[config.mk]
export PLATFORM = sky130hd
export DESIGN_NAME = cpu_sequencer
export DESIGN_NICKNAME = d
export VERILOG_FILES = /design/src/rtl/cpu_sequencer.sv
export SDC_FILE = /design/constraint.sdc
export NUM_CORES = 1
export LEC_CHECK = 0
export BUFFER_PORTS_ARGS = -buffer_cell sky130_fd_sc_hd__buf_2
export CORE_MARGIN = 2
export CORE_UTILIZATION = 53
export DETAILED_ROUTE_END_ITERATION = 10
export GPL_ROUTABILITY_DRIVEN = 0
export HOLD_SLACK_MARGIN = 0.1
export PLACE_DENSITY = 0.85
export REMOVE_ABC_BUFFERS = 1
export SYNTH_ARGS = -nofsm -noshare
export SYNTH_HDL_FRONTEND = slang
export SYNTH_SLANG_ARGS = --single-unit
[constraint.sdc]
create_clock -name clk -period 7.69 [get_ports clk]
set_input_delay 0.769 -clock clk [delete_from_list [all_inputs] [get_ports clk]]
set_output_delay 0.769 -clock clk [all_outputs]
set_load 0.01 [all_outputs]
[src/rtl/cpu_sequencer.sv]
// Multi-cycle control sequencer for the 16-bit Harvard CPU.
// Owns PC and IR; emits per-state strobes for regfile, ALU and data memory.
module cpu_sequencer #(
  parameter int PC_W = 6,
  parameter logic [PC_W-1:0] RESET_PC = '0
) (
  input  logic            clk,
  input  logic            reset,
  input  logic            start,
  input  logic [15:0]     imem_rdata,
  input  logic            zero_in,
  input  logic            dmem_ack,
  output logic [PC_W-1:0] pc_out,
  output logic [15:0]     ir,
  output logic [2:0]      rf_raddr_a,
  output logic [2:0]      rf_raddr_b,
  output logic [2:0]      rf_waddr,
  output logic            rf_we,
  output logic [1:0]      wb_sel,
  output logic [1:0]      alu_op,
  output logic            dmem_req,
  output logic            dmem_we,
  output logic [PC_W-1:0] dmem_addr,
  output logic            busy,
  output logic            halted,
  output logic [15:0]     retired
);

  typedef enum logic [2:0] {
    S_IDLE, S_FETCH, S_DECODE, S_EXEC, S_MEM, S_WB, S_HALT
  } state_e;

  state_e          state_q, state_d;
  logic [PC_W-1:0] pc_q, pc_d;
  logic [15:0]     ir_q, ir_d;
  logic [15:0]     retired_q, retired_d;
  logic            retire;

  logic [3:0] opc;
  logic is_alu, is_ldi, is_ld, is_st, is_jmp, is_beqz, is_halt;

  assign opc     = ir_q[15:12];
  assign is_alu  = (opc >= 4'd1) && (opc <= 4'd4);
  assign is_ldi  = (opc == 4'd5);
  assign is_ld   = (opc == 4'd6);
  assign is_st   = (opc == 4'd7);
  assign is_jmp  = (opc == 4'd8);
  assign is_beqz = (opc == 4'd9);
  assign is_halt = (opc == 4'hF);

  always_comb begin
    state_d  = state_q;
    pc_d     = pc_q;
    ir_d     = ir_q;
    retire   = 1'b0;
    rf_we    = 1'b0;
    wb_sel   = 2'b00;
    alu_op   = 2'b00;
    dmem_req = 1'b0;
    dmem_we  = 1'b0;
    unique case (state_q)
      S_IDLE: begin
        if (start) state_d = S_FETCH;
      end
      S_FETCH: begin
        ir_d    = imem_rdata;
        pc_d    = pc_q + PC_W'(1);
        state_d = S_DECODE;
      end
      S_DECODE: begin
        if (is_halt) begin
          state_d = S_HALT;
          retire  = 1'b1;
        end else if (is_ld || is_st) begin
          state_d = S_MEM;
        end else if (is_alu || is_ldi || is_jmp || is_beqz) begin
          state_d = S_EXEC;
        end else begin
          state_d = S_FETCH;
          retire  = 1'b1;
        end
      end
      S_EXEC: begin
        state_d = S_FETCH;
        retire  = 1'b1;
        if (is_alu) begin
          rf_we  = 1'b1;
          alu_op = opc[1:0] - 2'd1;
        end
        if (is_ldi) begin
          rf_we  = 1'b1;
          wb_sel = 2'b01;
        end
        if (is_jmp || (is_beqz && zero_in))
          pc_d = ir_q[PC_W-1:0];
      end
      S_MEM: begin
        dmem_req = 1'b1;
        dmem_we  = is_st;
        if (dmem_ack) begin
          if (is_st) begin
            state_d = S_FETCH;
            retire  = 1'b1;
          end else begin
            state_d = S_WB;
          end
        end
      end
      S_WB: begin
        rf_we   = 1'b1;
        wb_sel  = 2'b10;
        state_d = S_FETCH;
        retire  = 1'b1;
      end
      S_HALT: begin
        state_d = S_HALT;
      end
      default: state_d = S_IDLE;
    endcase
    retired_d = retired_q + 16'(retire);
  end

  always_ff @(posedge clk) begin
    if (reset) begin
      state_q   <= S_IDLE;
      pc_q      <= RESET_PC;
      ir_q      <= '0;
      retired_q <= '0;
    end else begin
      state_q   <= state_d;
      pc_q      <= pc_d;
      ir_q      <= ir_d;
      retired_q <= retired_d;
    end
  end

  assign pc_out     = pc_q;
  assign ir         = ir_q;
  assign rf_raddr_a = ir_q[11:9];
  assign rf_raddr_b = ir_q[8:6];
  assign rf_waddr   = ir_q[11:9];
  assign dmem_addr  = ir_q[PC_W-1:0];
  assign busy       = (state_q != S_IDLE) && (state_q != S_HALT);
  assign halted     = (state_q == S_HALT);
  assign retired    = retired_q;

endmodule

==> metrics.md <==
| Metric | Value |
|---|---|
| Arr. time, crit path | `3.04 ns` |
| DR iter-0 viols | `between 100 and 150` |
| Post-DP HPWL | `around 3500 um` |
| Critical path depth in cells | `11` |
| P_leak | `1.19 nW` |
| PostCTS Resize Cnt | `0` |
| # DRC | `0` |
| CTS buffer count | `5` |
| Multi-input logic area | `roughly 1200 um^2` |
| Die Wd | `between 60 and 70 um` |
| N_diodes | `0` |
| Crit path capture | `retired[13]` |
| Setup Fix Bufs, Post-CTS | `0` |
| RR Startpoint | `ir[12]` |
| CP delay by family, top | `simple AND/OR/NAND/NOR gates` |
| Final net count | `367` |
| Top_reg_cell synth | `dfxtp_1` |
| Critical Path, Cell by Cell | `inv_1, ha_1, nor4_1, o21ai_0, o211a_1, o22ai_1, ha_1, nand2_1, nor4_4, nand4_1, mux2_2` |
| Latest clock arrival within the worst-skew pair | `0.29 ns` |
| Avg Cell Area, Syn | `7.89 um^2` |
| Die area | `4700 um^2` |
| Antenna Nets Post-Route | `0` |
| Tmin final | `2.85 ns` |
| Warnings, synthesis | `0` |
| Max cap viols | `0` |
| Synthesized area | `2210 um^2` |
| Drt wl/cell | `12.6 um` |
| Sequential area share after synthesis | `0.372` |
| Share of cells above drive strength 1 | `0.297` |
| Sw Pwr | `0.120 mW` |
| Final hold vios | `0` |
| CP Max Fanout | `6` |
| Register share of total power | `0.536` |
| Yosys reg bits | `between 40 and 50` |
| Worst Path Buf+Inv | `1` |
| Final period util | `0.371` |
| Clk buf depth | `2` |
| Vias per Instance | `5.38` |
| Syn Inst Count | `between 200 and 300` |
| Crit. Startpoint | `ir[12]` |
| Top cell type's share of synthesized area | `0.372` |
| EDFF count, synth | `0` |
| Antenna violations before repair | `0` |
| Total track usage | `0.211` |
| Max_slew headroom | `0.386` |
| Initial Util | `0.552` |
| XOR/XNOR Fraction of Synth Area | `0.0357` |
| Total congestion overflow | `0` |
| Slew Viols, Final | `0` |
| Synth-to-layout area growth | `17.4%` |
| CTS Root Cell | `clkbuf_8` |
| Yosys cell types | `44` |
| Vias | `approximately 2100` |
| CTS tree | `done` |
| Die height | `68.6 um` |
| Crit-path max cell delay | `0.43 ns` |
| Internal power | `0.312 mW` |
| Dominant cell type by area after synthesis | `dfxtp_1` |
| Largest net degree at the start of global routing | `45` |
| Critical R2R Capture | `retired[13]` |
| CTS clk-pin slew, worst paths | `0.08 ns` |
| Worst Reg-to-Reg Cells | `11` |
| Post-synthesis compound-gate area fraction | `0.161` |
| Nature of the critical path startpoint | `flip-flop` |
| Sw Share | `0.277` |
| IO Count | `83` |
| Port bufs | `about 80` |
| Status | `finished clean` |
| Register area | `821 um^2` |
| Async SR Flop Fraction | `0` |
| RSZ-0062 raised after global routing | `no` |
| Core Area | `around 4000 um^2` |
| Filler Cells Inserted | `roughly 360` |
| Peak supply drop | `0.000123 V` |
| Htree depth | `2` |
| Worst-Margin Slew | `0.918 ns` |
| Clock Power Share | `0.309` |
| Power Density | `166 nW/um^2` |
| Final setup vio count | `0` |
| Post-synthesis adder-cell area fraction | `0.0397` |
| Clk_skew | `0.00406 ns` |
| CTS Sinks | `41` |
| Synth top area cells | `dfxtp_1 (37%), nand2_1 (8.3%), a21oi_1 (5.4%), buf_4 (5.4%), nor2_1 (4.1%)` |
| Std-Cell Rows | `23` |
| Tot Pwr | `0.431 mW` |
| Cell mode on critical path | `ha_1` |
| Hold buffers post-CTS | `0` |
| Final WL | `4910 um` |
| Comb power frac | `0.155` |
| Count leader, synth | `nand2_1` |
| Vias in the first global route | `1729` |
| Crit Path Category | `reg2reg` |
| Global-route wire length before repair | `around 7600 um` |
| Worst hold path class | `reg2reg` |
| Top cells by instance count after synthesis | `nand2_1 (49), dfxtp_1 (41), a21oi_1 (24), nor2_1 (24), buf_4 (16)` |
| Max Fclk | `350 MHz` |
| First-pass detailed-route iteration total | `4` |
| CP endpoint kind | `flip-flop` |
| Worst path slowest cell | `dfxtp_1` |
| Synth Area in Simple Gates | `0.279` |
| Critical Path RT | `7.87 ns` |
| Mux cell area share after synthesis | `0.0147` |
| Worst R2R Setup Slack | `4.84 ns` |
| Setup TNS | `0 ns` |
| Largest family of logic cells by synthesized area | `simple AND/OR/NAND/NOR gates` |
## cell families (layout without fill, tap and decap cells)
group                    Yosys count  after routing
AO/OA/AOI/OAI                     55             55
buffers and inverters             40            100
adder cells (fa/ha/maj)            7              7
multiplexers                       3              3
flip-flops                        41             41
XOR/XNOR                           9              9
AND/OR/NAND/NOR                  125            125
## layer usage
layer  vias up  track usage  part of all wire
met3         6       0.0438             0.043
li1       1072            -                 -
met5         -            0                 0
met4         0       0.0650             0.014
met2        56        0.371              0.51
met1       963        0.256              0.43
## worst reg2reg max path, stage by stage, from the launching register on
cell	delay (ns)
dfxtp_1	0.43
inv_1	0.09
ha_1	0.27
nor4_1	0.28
o21ai_0	0.11
o211a_1	0.16
o22ai_1	0.19
ha_1	0.23
nand2_1	0.16
nor4_4	0.40
nand4_1	0.15
mux2_2	0.28
## worst min-delay path by stage
stage / start / endpoint / cells past startpoint
final: ir[8] / ir[8] / 2
after global routing: ir[8] / ir[8] / 2
after CTS: ir[6] / ir[6] / 2
after detailed placement: ir[8] / ir[8] / 2
after global placement: ir[8] / ir[8] / 2
after floorplan: pc_out[4] / pc_out[4] / 2
## placed cells by master (no fill, tap or decap), types with 2 or more instances in the layout
| master | count |
|---|---|
| buf_2 | 82 |
| nand2_1 | 49 |
| dfxtp_1 | 41 |
| nor2_1 | 24 |
| a21oi_1 | 24 |
| inv_1 | 9 |
| o21ai_0 | 8 |
| nand3_1 | 8 |
| xnor2_1 | 7 |
| nor3_1 | 7 |
| ha_1 | 7 |
| nor4_1 | 6 |
| nand2b_1 | 6 |
| nor2b_1 | 6 |
| clkbuf_8 | 5 |
| nand3b_1 | 3 |
| nand4_1 | 3 |
| a31o_2 | 3 |
| or3_1 | 3 |
| o32ai_1 | 3 |
| and3_1 | 2 |
| o22ai_1 | 2 |
| xor2_1 | 2 |
| a22oi_1 | 2 |
| o211ai_1 | 2 |
| a31oi_1 | 2 |
| o31ai_1 | 2 |
| mux2_2 | 2 |
| clkinv_2 | 2 |
## power groups by stage
stage | clock network, mW | logic [mW] | registers [mW]
finish | 0.133 | 0.0667 | 0.231
global route | 0.146 | 0.0742 | 0.233
CTS | 0.137 | 0.0672 | 0.231
detailed placement | 0 | 0.0668 | 0.236
global placement | 0 | 0.0655 | 0.235
floorplan | 0 | 0.0320 | 0.240
## state kept, by name (all words and copies together), names as in the netlist
register / flops
retired: 16
state_q: 3
ir: 16
pc_out: 6
## cell type report
| cell class | instances | area share |
|---|---|---|
| clock inverter | 2 | 0.00386 |
| timing repair buffer | 83 | 0.161 |
| multi-input combinational | 199 | 0.453 |
| clock buffer | 6 | 0.0280 |
| tap | 50 | 0.0241 |
| sequential | 41 | 0.317 |
| inverter | 9 | 0.0130 |
## through the flow
step	utilization	cells	cell area [um^2]	worst slack, ns	hold WS (ns)
2_1_floorplan	-	249	2020	5.12	0.508
3_3_place_gp	0.627	382	2510	5.02	0.451
3_5_place_dp	0.627	382	2510	4.87	0.463
4_1_cts	0.648	390	2590	4.84	0.474
5_1_grt	0.648	390	2590	4.51	0.495
6_report	0.648	390	2590	4.84	0.469
Power figures use the tool's default switching activity.
